### src/rtl/all_pkgs.sv
// Shared constants, funct3 width codes and state types for the memory access stage.
package all_pkgs;
   localparam int WIDTH = 32;

   localparam logic [6:0] OP_LOAD  = 7'b0000011;
   localparam logic [6:0] OP_STORE = 7'b0100011;

   localparam logic [2:0] F3_B  = 3'b000;
   localparam logic [2:0] F3_H  = 3'b001;
   localparam logic [2:0] F3_W  = 3'b010;
   localparam logic [2:0] F3_BU = 3'b100;
   localparam logic [2:0] F3_HU = 3'b101;

   typedef enum logic {IDLE = 1'b0, BUSY = 1'b1} state_t;
   typedef enum logic [1:0] {SZ_B = 2'd0, SZ_H = 2'd1, SZ_W = 2'd2} size_t;

   // Stores only define SB/SH/SW, so BU/HU codes fall back to word for them.
   function automatic size_t access_size(input logic is_store, input logic [2:0] f3);
      size_t s;
      s = SZ_W;
      if (is_store) begin
         case (f3)
            F3_B:    s = SZ_B;
            F3_H:    s = SZ_H;
            F3_W:    s = SZ_W;
            default: s = SZ_W;
         endcase
      end else begin
         case (f3)
            F3_B, F3_BU: s = SZ_B;
            F3_H, F3_HU: s = SZ_H;
            F3_W:        s = SZ_W;
            default:     s = SZ_W;
         endcase
      end
      return s;
   endfunction
endpackage

### src/rtl/load_align.sv
// Extracts the addressed byte/half from a read word and sign- or zero-extends it.
module load_align
   import all_pkgs::*;
(
   input  logic [WIDTH-1:0] rdata,
   input  logic [1:0]       offset,
   input  logic [2:0]       funct3,
   output logic [WIDTH-1:0] result
);
   logic [WIDTH-1:0] shifted;

   assign shifted = rdata >> {offset, 3'b000};

   always_comb begin
      result = rdata;
      case (funct3)
         F3_B:    result = {{(WIDTH-8){shifted[7]}}, shifted[7:0]};
         F3_BU:   result = {{(WIDTH-8){1'b0}}, shifted[7:0]};
         F3_H:    result = {{(WIDTH-16){shifted[15]}}, shifted[15:0]};
         F3_HU:   result = {{(WIDTH-16){1'b0}}, shifted[15:0]};
         default: result = rdata;
      endcase
   end
endmodule

### src/rtl/mem_access_stage.sv
// Memory access pipeline stage: issues data-memory requests, aligns load data, drives writeback.
// Optional: define MISALIGN_TRAP_EN to trap misaligned accesses instead of forcing alignment.
module mem_access_stage
   import all_pkgs::*;
(
   input  logic             clk,
   input  logic             rst,
   input  logic             ex_valid,
   input  logic [WIDTH-1:0] alu_result,
   input  logic [WIDTH-1:0] store_data,
   input  logic [6:0]       opcode,
   input  logic [2:0]       funct3,
   input  logic [4:0]       rd,
   output logic             stall,
   output logic             dmem_req,
   output logic             dmem_we,
   output logic [WIDTH-1:0] dmem_addr,
   output logic [WIDTH-1:0] dmem_wdata,
   output logic [3:0]       dmem_be,
   input  logic             dmem_ack,
   input  logic [WIDTH-1:0] dmem_rdata,
   output logic             wb_valid,
   output logic             wb_we,
   output logic [4:0]       wb_rd,
   output logic [WIDTH-1:0] wb_data,
   output logic             misalign_trap
);
   state_t           state, state_nxt;
   size_t            size;
   logic             accept, is_load, is_store, is_mem, trap_take, mem_go;
   logic [1:0]       off;
   logic [3:0]       be_nxt;
   logic [WIDTH-1:0] wdata_nxt;
   logic [WIDTH-1:0] load_res;
   logic [4:0]       rd_q;
   logic [2:0]       f3_q;
   logic [1:0]       off_q;
   logic             load_q;

   assign stall    = (state == BUSY);
   assign accept   = ex_valid && (state == IDLE);
   assign is_load  = (opcode == OP_LOAD);
   assign is_store = (opcode == OP_STORE);
   assign is_mem   = is_load || is_store;
   assign size     = access_size(is_store, funct3);

`ifdef MISALIGN_TRAP_EN
   logic misaligned;
   assign misaligned = ((size == SZ_H) && alu_result[0]) ||
                       ((size == SZ_W) && (alu_result[1:0] != 2'b00));
   assign trap_take  = accept && is_mem && misaligned;
`else
   assign trap_take  = 1'b0;
`endif

   assign mem_go = accept && is_mem && !trap_take;

   // Offset drops the low bits a half/word cannot use, so untrapped accesses stay aligned.
   always_comb begin
      off       = 2'b00;
      be_nxt    = 4'b1111;
      wdata_nxt = store_data;
      case (size)
         SZ_B: begin
            off       = alu_result[1:0];
            be_nxt    = 4'b0001 << off;
            wdata_nxt = {4{store_data[7:0]}};
         end
         SZ_H: begin
            off       = {alu_result[1], 1'b0};
            be_nxt    = 4'b0011 << off;
            wdata_nxt = {2{store_data[15:0]}};
         end
         default: ;
      endcase
   end

   always_ff @(posedge clk) begin
      if (rst) state <= IDLE;
      else     state <= state_nxt;
   end

   always_comb begin
      state_nxt = state;
      case (state)
         IDLE:    if (mem_go) state_nxt = BUSY;
         BUSY:    if (dmem_ack) state_nxt = IDLE;
         default: state_nxt = IDLE;
      endcase
   end

   load_align u_load_align (
      .rdata  (dmem_rdata),
      .offset (off_q),
      .funct3 (f3_q),
      .result (load_res)
   );

   always_ff @(posedge clk) begin
      if (rst) begin
         dmem_req      <= 1'b0;
         dmem_we       <= 1'b0;
         dmem_be       <= 4'b0000;
         dmem_addr     <= '0;
         dmem_wdata    <= '0;
         wb_valid      <= 1'b0;
         wb_we         <= 1'b0;
         wb_rd         <= '0;
         wb_data       <= '0;
         misalign_trap <= 1'b0;
         rd_q          <= '0;
         f3_q          <= '0;
         off_q         <= '0;
         load_q        <= 1'b0;
      end else begin
         wb_valid      <= 1'b0;
         wb_we         <= 1'b0;
         misalign_trap <= 1'b0;
         if (state == BUSY) begin
            if (dmem_ack) begin
               dmem_req <= 1'b0;
               wb_valid <= 1'b1;
               wb_we    <= load_q && (rd_q != 5'd0);
               wb_rd    <= rd_q;
               wb_data  <= load_res;
            end
         end else if (mem_go) begin
            dmem_req   <= 1'b1;
            dmem_we    <= is_store;
            dmem_addr  <= {alu_result[WIDTH-1:2], 2'b00};
            dmem_be    <= be_nxt;
            dmem_wdata <= wdata_nxt;
            rd_q       <= rd;
            f3_q       <= funct3;
            off_q      <= off;
            load_q     <= is_load;
         end else if (accept) begin
            // Non-memory ops and trapped accesses retire straight to writeback.
            wb_valid      <= 1'b1;
            wb_we         <= !trap_take && (rd != 5'd0);
            wb_rd         <= rd;
            wb_data       <= alu_result;
            misalign_trap <= trap_take;
         end
      end
   end
endmodule

### config.mk
export PLATFORM = sky130hd
export DESIGN_NAME = mem_access_stage
export DESIGN_NICKNAME = d
export VERILOG_FILES = /design/src/rtl/all_pkgs.sv /design/src/rtl/load_align.sv /design/src/rtl/mem_access_stage.sv
export SDC_FILE = /design/constraint.sdc
export NUM_CORES = 1
export LEC_CHECK = 0
export ABC_CLOCK_PERIOD_IN_PS = 1590
export BUFFER_PORTS_ARGS = -buffer_cell sky130_fd_sc_hd__buf_2
export CORE_MARGIN = 5
export CORE_UTILIZATION = 30
export DETAILED_ROUTE_END_ITERATION = 8
export HOLD_SLACK_MARGIN = 0.06
export SYNTH_ARGS = -nofsm -noshare
export SYNTH_HDL_FRONTEND = slang
export SYNTH_SLANG_ARGS = --single-unit
### constraint.sdc
create_clock -name clk -period 1.59 [get_ports clk]
set_input_delay 0.318 -clock clk [delete_from_list [all_inputs] [get_ports clk]]
set_output_delay 0.318 -clock clk [all_outputs]
set_load 0.02 [all_outputs]
==> results by group, run 1 <==
Outcome
  – Status: complete, but fails checks
  – Failing checks: negative setup slack

Placement
  – Detailed placer's ending HPWL: 15200 um
  – Number of placed instances, taps included: 1114
  – Port bufs: 222
  – Placer Congestion: 0.828
  – Pre-CTS setup slack: -77.5 ps

Timing
  – Final Hold Viols: 0
  – Setup Viol. Count Final: 2
  – Fin Setup TNS: -25.3 ps
  – Setup repair after global routing missed its margin: yes
  – Worst hold margin: 141 ps
  – Highest clock rate: 0.620 GHz
  – Period utilisation layout: 1.02
  – Minimum clock period after layout: 1610 ps
  – Final Max Tran Viols: 0
  – Final setup slack of the worst path: -24.1 ps
  – Post-Route Skew: 20.3 ps

CTS
  – Level count of the clock H-tree: 4
  – Clk buf depth: 2
  – Insertion delay of the later-clocked pin in the worst-skew pair: 420 ps
  – Clock net sink count: 119
  – Master cell of the clock root buffer: clkbuf_16
  – Clock tree from TritonCTS: built
  – Number of CTS-inserted buffers: 17
  – Clock transition at path regs: 60 ps

Route
  – Number of nets with antenna violations after detailed routing: 0
  – Detailed-route DRC error count: 0
  – Final wirelength: 20100 um
  – First-pass iteration count of the detailed router: 5
  – Via density: 5.02
  – WL per Instance: 17.5 um
  – Total vias in the final route: 5771
  – Initial drt markers: 340

Synthesis
  – Avg Inst Size Synth: 8.39 um2
  – Async set-reset flop share out of synthesis: 0
  – Post-Syn Area: 5620 um2
  – YS warnings: 0
  – Post-synth EDFFs: 0
  – Count of state elements after synthesis: 119
  – Synth top area share: 0.424
  – Sequential cell area fraction in the yosys report: 0.424
  – Dominant register cell in the synthesized netlist: dfxtp_1
  – Leading cell types by total area after synthesis: dfxtp_1 (42%), nand2_1 (10%), a21oi_1 (9.0%)
  – Post-synthesis cell type count: 50
  – Post-synthesis instance total: 670
  – Post-synth top area cell: dfxtp_1

Job
  – Max-Cap Viols: 0

Floorplanning
  – Area of the die: 21600 um2
  – Standard cell core area: 18600 um2
  – Vertical die dimension: 147 um
  – Total I/O pin count: 226
  – Die width: 147 um
  – FP Rows: 50
  – Starting Density: 0.302

Cells and area
  – Filler cells: 1863
  – Count of antenna diodes in the layout: 0
  – Highest-count cells in the layout ignoring fill and taps: buf_2 (221), nand2_1 (153), dfxtp_1 (116), a21oi_1 (100), buf_4 (35)
  – Number of non-filler instances in the completed layout: 1150
  – Commonest non-fill, non-tap cell in the layout: buf_2
  – Flip-flop and latch area: 2390 um2
  – Post-Route Utilization: 0.430
  – Proportion of layout cells with a drive suffix above 1: 0.374
  – Multi-input gate area: 3040 um2
  – Area growth from synthesis to layout: 42.3%
  – Number of nets in the layout: 1018

GRT
  – Global-route track usage on met1: 0.237
  – Global route total overflow: 0
  – Global-route wire length before repair: 31000 um
  – Largest net degree at the start of global routing: 57
  – Overall track demand over capacity in global routing: 0.180
  – GRT busiest layer: met2
  – Met3 Resource Use GR: 0.0540
  – Antenna violations before repair: 0
  – Global-route met2 utilization: 0.288
  – Via count of the first global-routing pass: 5568

Critical path
  – Startpoint kind of the worst setup timing path: register
  – Worst reg2reg endpoint: wb_data[14]
  – Required arrival time at the worst endpoint: 1910 ps
  – Setup crit end kind: register
  – Type of the worst setup path: register to register
  – Highest fanout seen on the critical path: 18
  – Arrival time at the worst endpoint: 1930 ps
  – Worst Reg2Reg Path Length in Cells: 5
  – Setup slack, reg-to-reg: -20 ps
  – Startpoint of the most critical register-to-register path: off_q[0]

Pwr
  – Power Density: 987 nW/um2
  – Worst VDD drop: 723 uV
  – Static leakage power: 3.38 nW

Min path
  – Sink of the worst hold path: dmem_addr[20]
  – Hold_sp: alu_result[20]
  – Hold Path Class: primary input to register
  – Worst hold path stage count: 3
==> cells by family after synthesis <==
kind of cell,share of synthesized area
and+or+nand+nor,0.170
buffers and inverters,0.0521
AOI/OAI and AO/OA,0.276
muxes,0.0768
DFF,0.424
other,0.000667
==> cell usage after synthesis (2+ instances only) <==
library cell  count
a211oi_1          9
a211oi_2          6
a21o_1            8
a21oi_1         101
a221oi_1          7
a22o_1            7
a2bb2oi_1         6
a311oi_1         13
a31oi_1           3
buf_1             4
buf_2            18
buf_4             6
clkbuf_1         30
dfxtp_1         119
inv_1             5
mux2_2            7
mux2i_1          33
nand2_1         153
nand2b_1          9
nand3_1           5
nand3b_1          2
nor2_1           30
nor2b_1           5
nor3_1            9
o211ai_1          9
o21ai_0           5
o21ai_1           7
o21bai_1          4
o221ai_1          6
o22ai_1           2
o2bb2ai_1        22
or4_1             2
==> where the power goes <==
group          internal (W)  leakage, nW  switching, W
logic              0.000348         2.12      0.000484
registers           0.00306        0.969     0.0000403
clock network       0.00247        0.289       0.00149
total               0.00587         3.38       0.00202
==> worst max-delay path, cell delays in order, from the launching register on <==
cell and delay [ps]:
dfxtp_2 360, buf_12 170, mux2_2 340, a221oi_1 340
o21ai_1 120, a22o_1 180
==> layout make-up <==
| type | count | area share |
|---|---|---|
| clock buffer | 17 | 0.0532 |
| clock inverter | 15 | 0.0225 |
| inverter | 5 | 0.00235 |
| multi-input combinational | 489 | 0.380 |
| sequential | 119 | 0.298 |
| tap | 234 | 0.0366 |
| timing repair buffer | 271 | 0.207 |
==> routing by layer <==
metal	vias up	wire, um
li1	2861	-
met1	2672	9050
met2	223	9230
met3	15	1570
met4	0	221
met5	-	0
==> flip-flops by register name (all words and copies together), names as in the netlist <==
signal,cells
dmem_req,1
load_q,1
off_q,2
wb_rd,5
dmem_wdata,32
dmem_addr,30
dmem_we,1
rd_q,5
dmem_be,4
stall,1
f3_q,3
wb_data,32
wb_we,1
wb_valid,1
==> metrics by stage <==
step | total power, W | instance area [um2]
6_report | 0.00789 | 8000
5_1_grt | 0.00819 | 8000
2_1_floorplan | 0.00355 | 5640
3_5_place_dp | 0.00399 | 7270
3_3_place_gp | 0.00399 | 7270
4_1_cts | 0.00798 | 7900
==> repair_timing <==
action | CTS | global route
setup buffers | 0 | 3
cloned | 0 | 1
hold buffers | 0 | 0
resized for setup | 5 | 12
pin swaps | 1 | 3
endpoints found under the setup margin | 10 | 79
==> worst max-delay path by stage <==
stage	from	endpoint	slack, ps	cells past startpoint
6_report	off_q[0]	wb_data[14]	-20	5
5_1_grt	off_q[1]	wb_data[13]	-40	5
4_1_cts	off_q[1]	wb_data[11]	1	5
3_5_place_dp	opcode[2]	dmem_wdata[12]	-80	6
3_3_place_gp	opcode[2]	wb_data[15]	-50	6
2_1_floorplan	off_q[1]	wb_data[15]	-9	5
Power figures use the tool's default switching activity.
==> run 2, diff against run 1 <==
--- a/config.mk
+++ b/config.mk
@@ -11,6 +11,9 @@
 export CORE_UTILIZATION = 30
 export DETAILED_ROUTE_END_ITERATION = 8
 export HOLD_SLACK_MARGIN = 0.06
+export PLACE_DENSITY = 0.61
+export SETUP_SLACK_MARGIN = 0.02
 export SYNTH_ARGS = -nofsm -noshare
 export SYNTH_HDL_FRONTEND = slang
 export SYNTH_SLANG_ARGS = --single-unit
+export TNS_END_PERCENT = 10
==> run 2 against run 1 <==
  * The flow still finishes with violations (negative setup slack)
  * Maximum frequency decreased by 0.55%
  * Setup slack worse by 8.9 ps
  * Hold slack improved by 15 ps
  * Flip-flop and latch count unchanged
  * Cell area shrank 0.19%
  * Routed wire length is 0.92% higher
  * Critical path type unchanged
==> results by group, run 2 (synthesis results as in run 1) <==
CTS
  – # hold bufs at CTS: 0
  – Clock transition at path regs: 60 ps
  – Level count of the clock H-tree: 4
  – Master cell of the clock root buffer: clkbuf_16
  – Number of CTS-inserted buffers: 17
  – Insertion delay of the later-clocked pin in the worst-skew pair: 410 ps
  – Clock tree from TritonCTS: built
  – Clk buf depth: 2
  – Clock net sink count: 119

Timing
  – Final Max Tran Viols: 0
  – Period utilisation layout: 1.02
  – Post-Route Skew: 7.83 ps
  – Setup repair after global routing missed its margin: yes
  – Highest clock rate: 0.616 GHz
  – Minimum clock period after layout: 1620 ps
  – Final Hold Viols: 0
  – Worst hold margin: 156 ps
  – Setup Viol. Count Final: 10
  – Final setup slack of the worst path: -33.0 ps

Floorplanning
  – Vertical die dimension: 147 um
  – FP Rows: 50
  – Total I/O pin count: 226
  – Starting Density: 0.302
  – Area of the die: 21600 um2
  – Die width: 147 um
  – Standard cell core area: 18600 um2

Placement
  – Placed cell area: 7300 um2
  – Port bufs: 222
  – Number of placed instances, taps included: 1116
  – Detailed placer's ending HPWL: 15000 um
  – Pre-CTS setup slack: -99.1 ps
  – Placer Congestion: 0.841

Cells and area
  – Multi-input gate area: 3010 um2
  – Largest registers: dmem_wdata (32), wb_data (32), dmem_addr (30)
  – Area growth from synthesis to layout: 42.0%
  – Proportion of layout cells with a drive suffix above 1: 0.369
  – Filler cells: 1882
  – Count of antenna diodes in the layout: 0
  – Number of non-filler instances in the completed layout: 1150
  – Commonest non-fill, non-tap cell in the layout: buf_2
  – Flip-flop and latch area: 2390 um2
  – Post-route cell area: 7980 um2
  – Highest-count cells in the layout ignoring fill and taps: buf_2 (221), nand2_1 (153), dfxtp_1 (116), a21oi_1 (101), buf_4 (35)
  – Number of nets in the layout: 1020

Route
  – Detailed-route DRC error count: 0
  – Initial drt markers: 371
  – WL per Instance: 17.6 um
  – Total vias in the final route: 5782
  – Number of nets with antenna violations after detailed routing: 0
  – First-pass iteration count of the detailed router: 5
  – Final wirelength: 20300 um
  – Via density: 5.03

Critical path
  – Top delay family on crit path: simple AND/OR/NAND/NOR gates
  – Cell-by-cell listing of the critical path: nand2b_2, nor3_4, buf_4, clkbuf_16, nor2_1, a211oi_1
  – Slowest cell on crit path: nor3_4
  – Largest incremental delay on the critical path: 340 ps
  – Highest fanout seen on the critical path: 29
  – Setup crit end kind: register
  – Bufs and invs on worst path: 2
  – Worst Reg2Reg Path Length in Cells: 6
  – Required arrival time at the worst endpoint: 1920 ps
  – Total number of cells along the worst setup path: 6
  – Arrival time at the worst endpoint: 1960 ps
  – Startpoint kind of the worst setup timing path: register
  – Type of the worst setup path: register to register

GRT
  – Via count of the first global-routing pass: 5499
  – Largest net degree at the start of global routing: 61
  – Global-route wire length before repair: 30900 um
  – Global route total overflow: 0
  – Overall track demand over capacity in global routing: 0.179
  – Antenna violations before repair: 1

Outcome
  – Status: complete, but fails checks
  – Failing checks: negative setup slack

Min path
  – Hold Path Class: primary input to register
  – Worst hold path stage count: 3

Job
  – Max-Cap Viols: 0

Pwr
  – Total Power Consumption: 0.00769 W
  – Power Density: 963 nW/um2
  – Static leakage power: 3.38 nW
  – Worst VDD drop: 720 uV
## run 2: changes by cell type in the layout (fill, tap and decap cells not counted), moves of 2 or more
| cell | previous run | this run |
|---|---|---|
| clkbuf_1 | 0 | 2 |
| a221oi_2 | 5 | 1 |
| nand2b_4 | 2 | 0 |
| a2bb2oi_1 | 6 | 4 |
| a2bb2oi_2 | 0 | 2 |
| a221oi_1 | 3 | 7 |
| clkinv_4 | 5 | 0 |
| nand2b_2 | 0 | 2 |
| clkbuf_8 | 0 | 2 |
## run 2: stage by stage
step                       util  setup TNS, ps
final                     0.429           -141
after global routing      0.429          -1470
after CTS                 0.423          -60.3
after detailed placement  0.393          -2050
after global placement    0.393           -740
after floorplan               -          -34.5
## run 2: worst paths after layout
path / startpoint / to / slack, ps
worst max-delay path: stall / dmem_wdata[20] / -30
worst max register to register: stall / dmem_wdata[20] / -30
worst min register to register: dmem_addr[18] / dmem_addr[18] / 450
worst min-delay path: alu_result[13] / dmem_addr[13] / 160
## run 2: area by class of cell
type	instances	area share
Multi-Input combinational cell	489	0.378
Sequential cell	119	0.299
Timing Repair Buffer	273	0.214
Clock buffer	21	0.0577
Tap cell	234	0.0367
Clock inverter	9	0.0129
Inverter	5	0.00235
## run 2: metal layers
layer / vias to the layer above / track usage / wire [um]
met5: - / 0 / 13
met2: 239 / 0.270 / 9020
met4: 2 / 0.0536 / 382
met3: 30 / 0.0605 / 1620
li1: 2860 / - / -
met1: 2651 / 0.243 / 9240
## run 2: repair_timing
action,in CTS,in global routing
pin swaps,3,2
gates resized for setup,2,11
endpoints found under the setup margin,17,83
gates cloned,0,2
buffers inserted,0,2
## run 2: power breakdown
group | total [W] | switching [W] | leakage [nW] | internal [W]
clock | 0.00376 | 0.00140 | 0.271 | 0.00236
combinational | 0.000833 | 0.000482 | 2.14 | 0.000351
sequential | 0.00310 | 0.0000418 | 0.969 | 0.00306
## run 2: tightest hold or removal path, cell delays in order
cell     delay (ps)
buf_2           100
nand2_1          50
a21oi_1          50
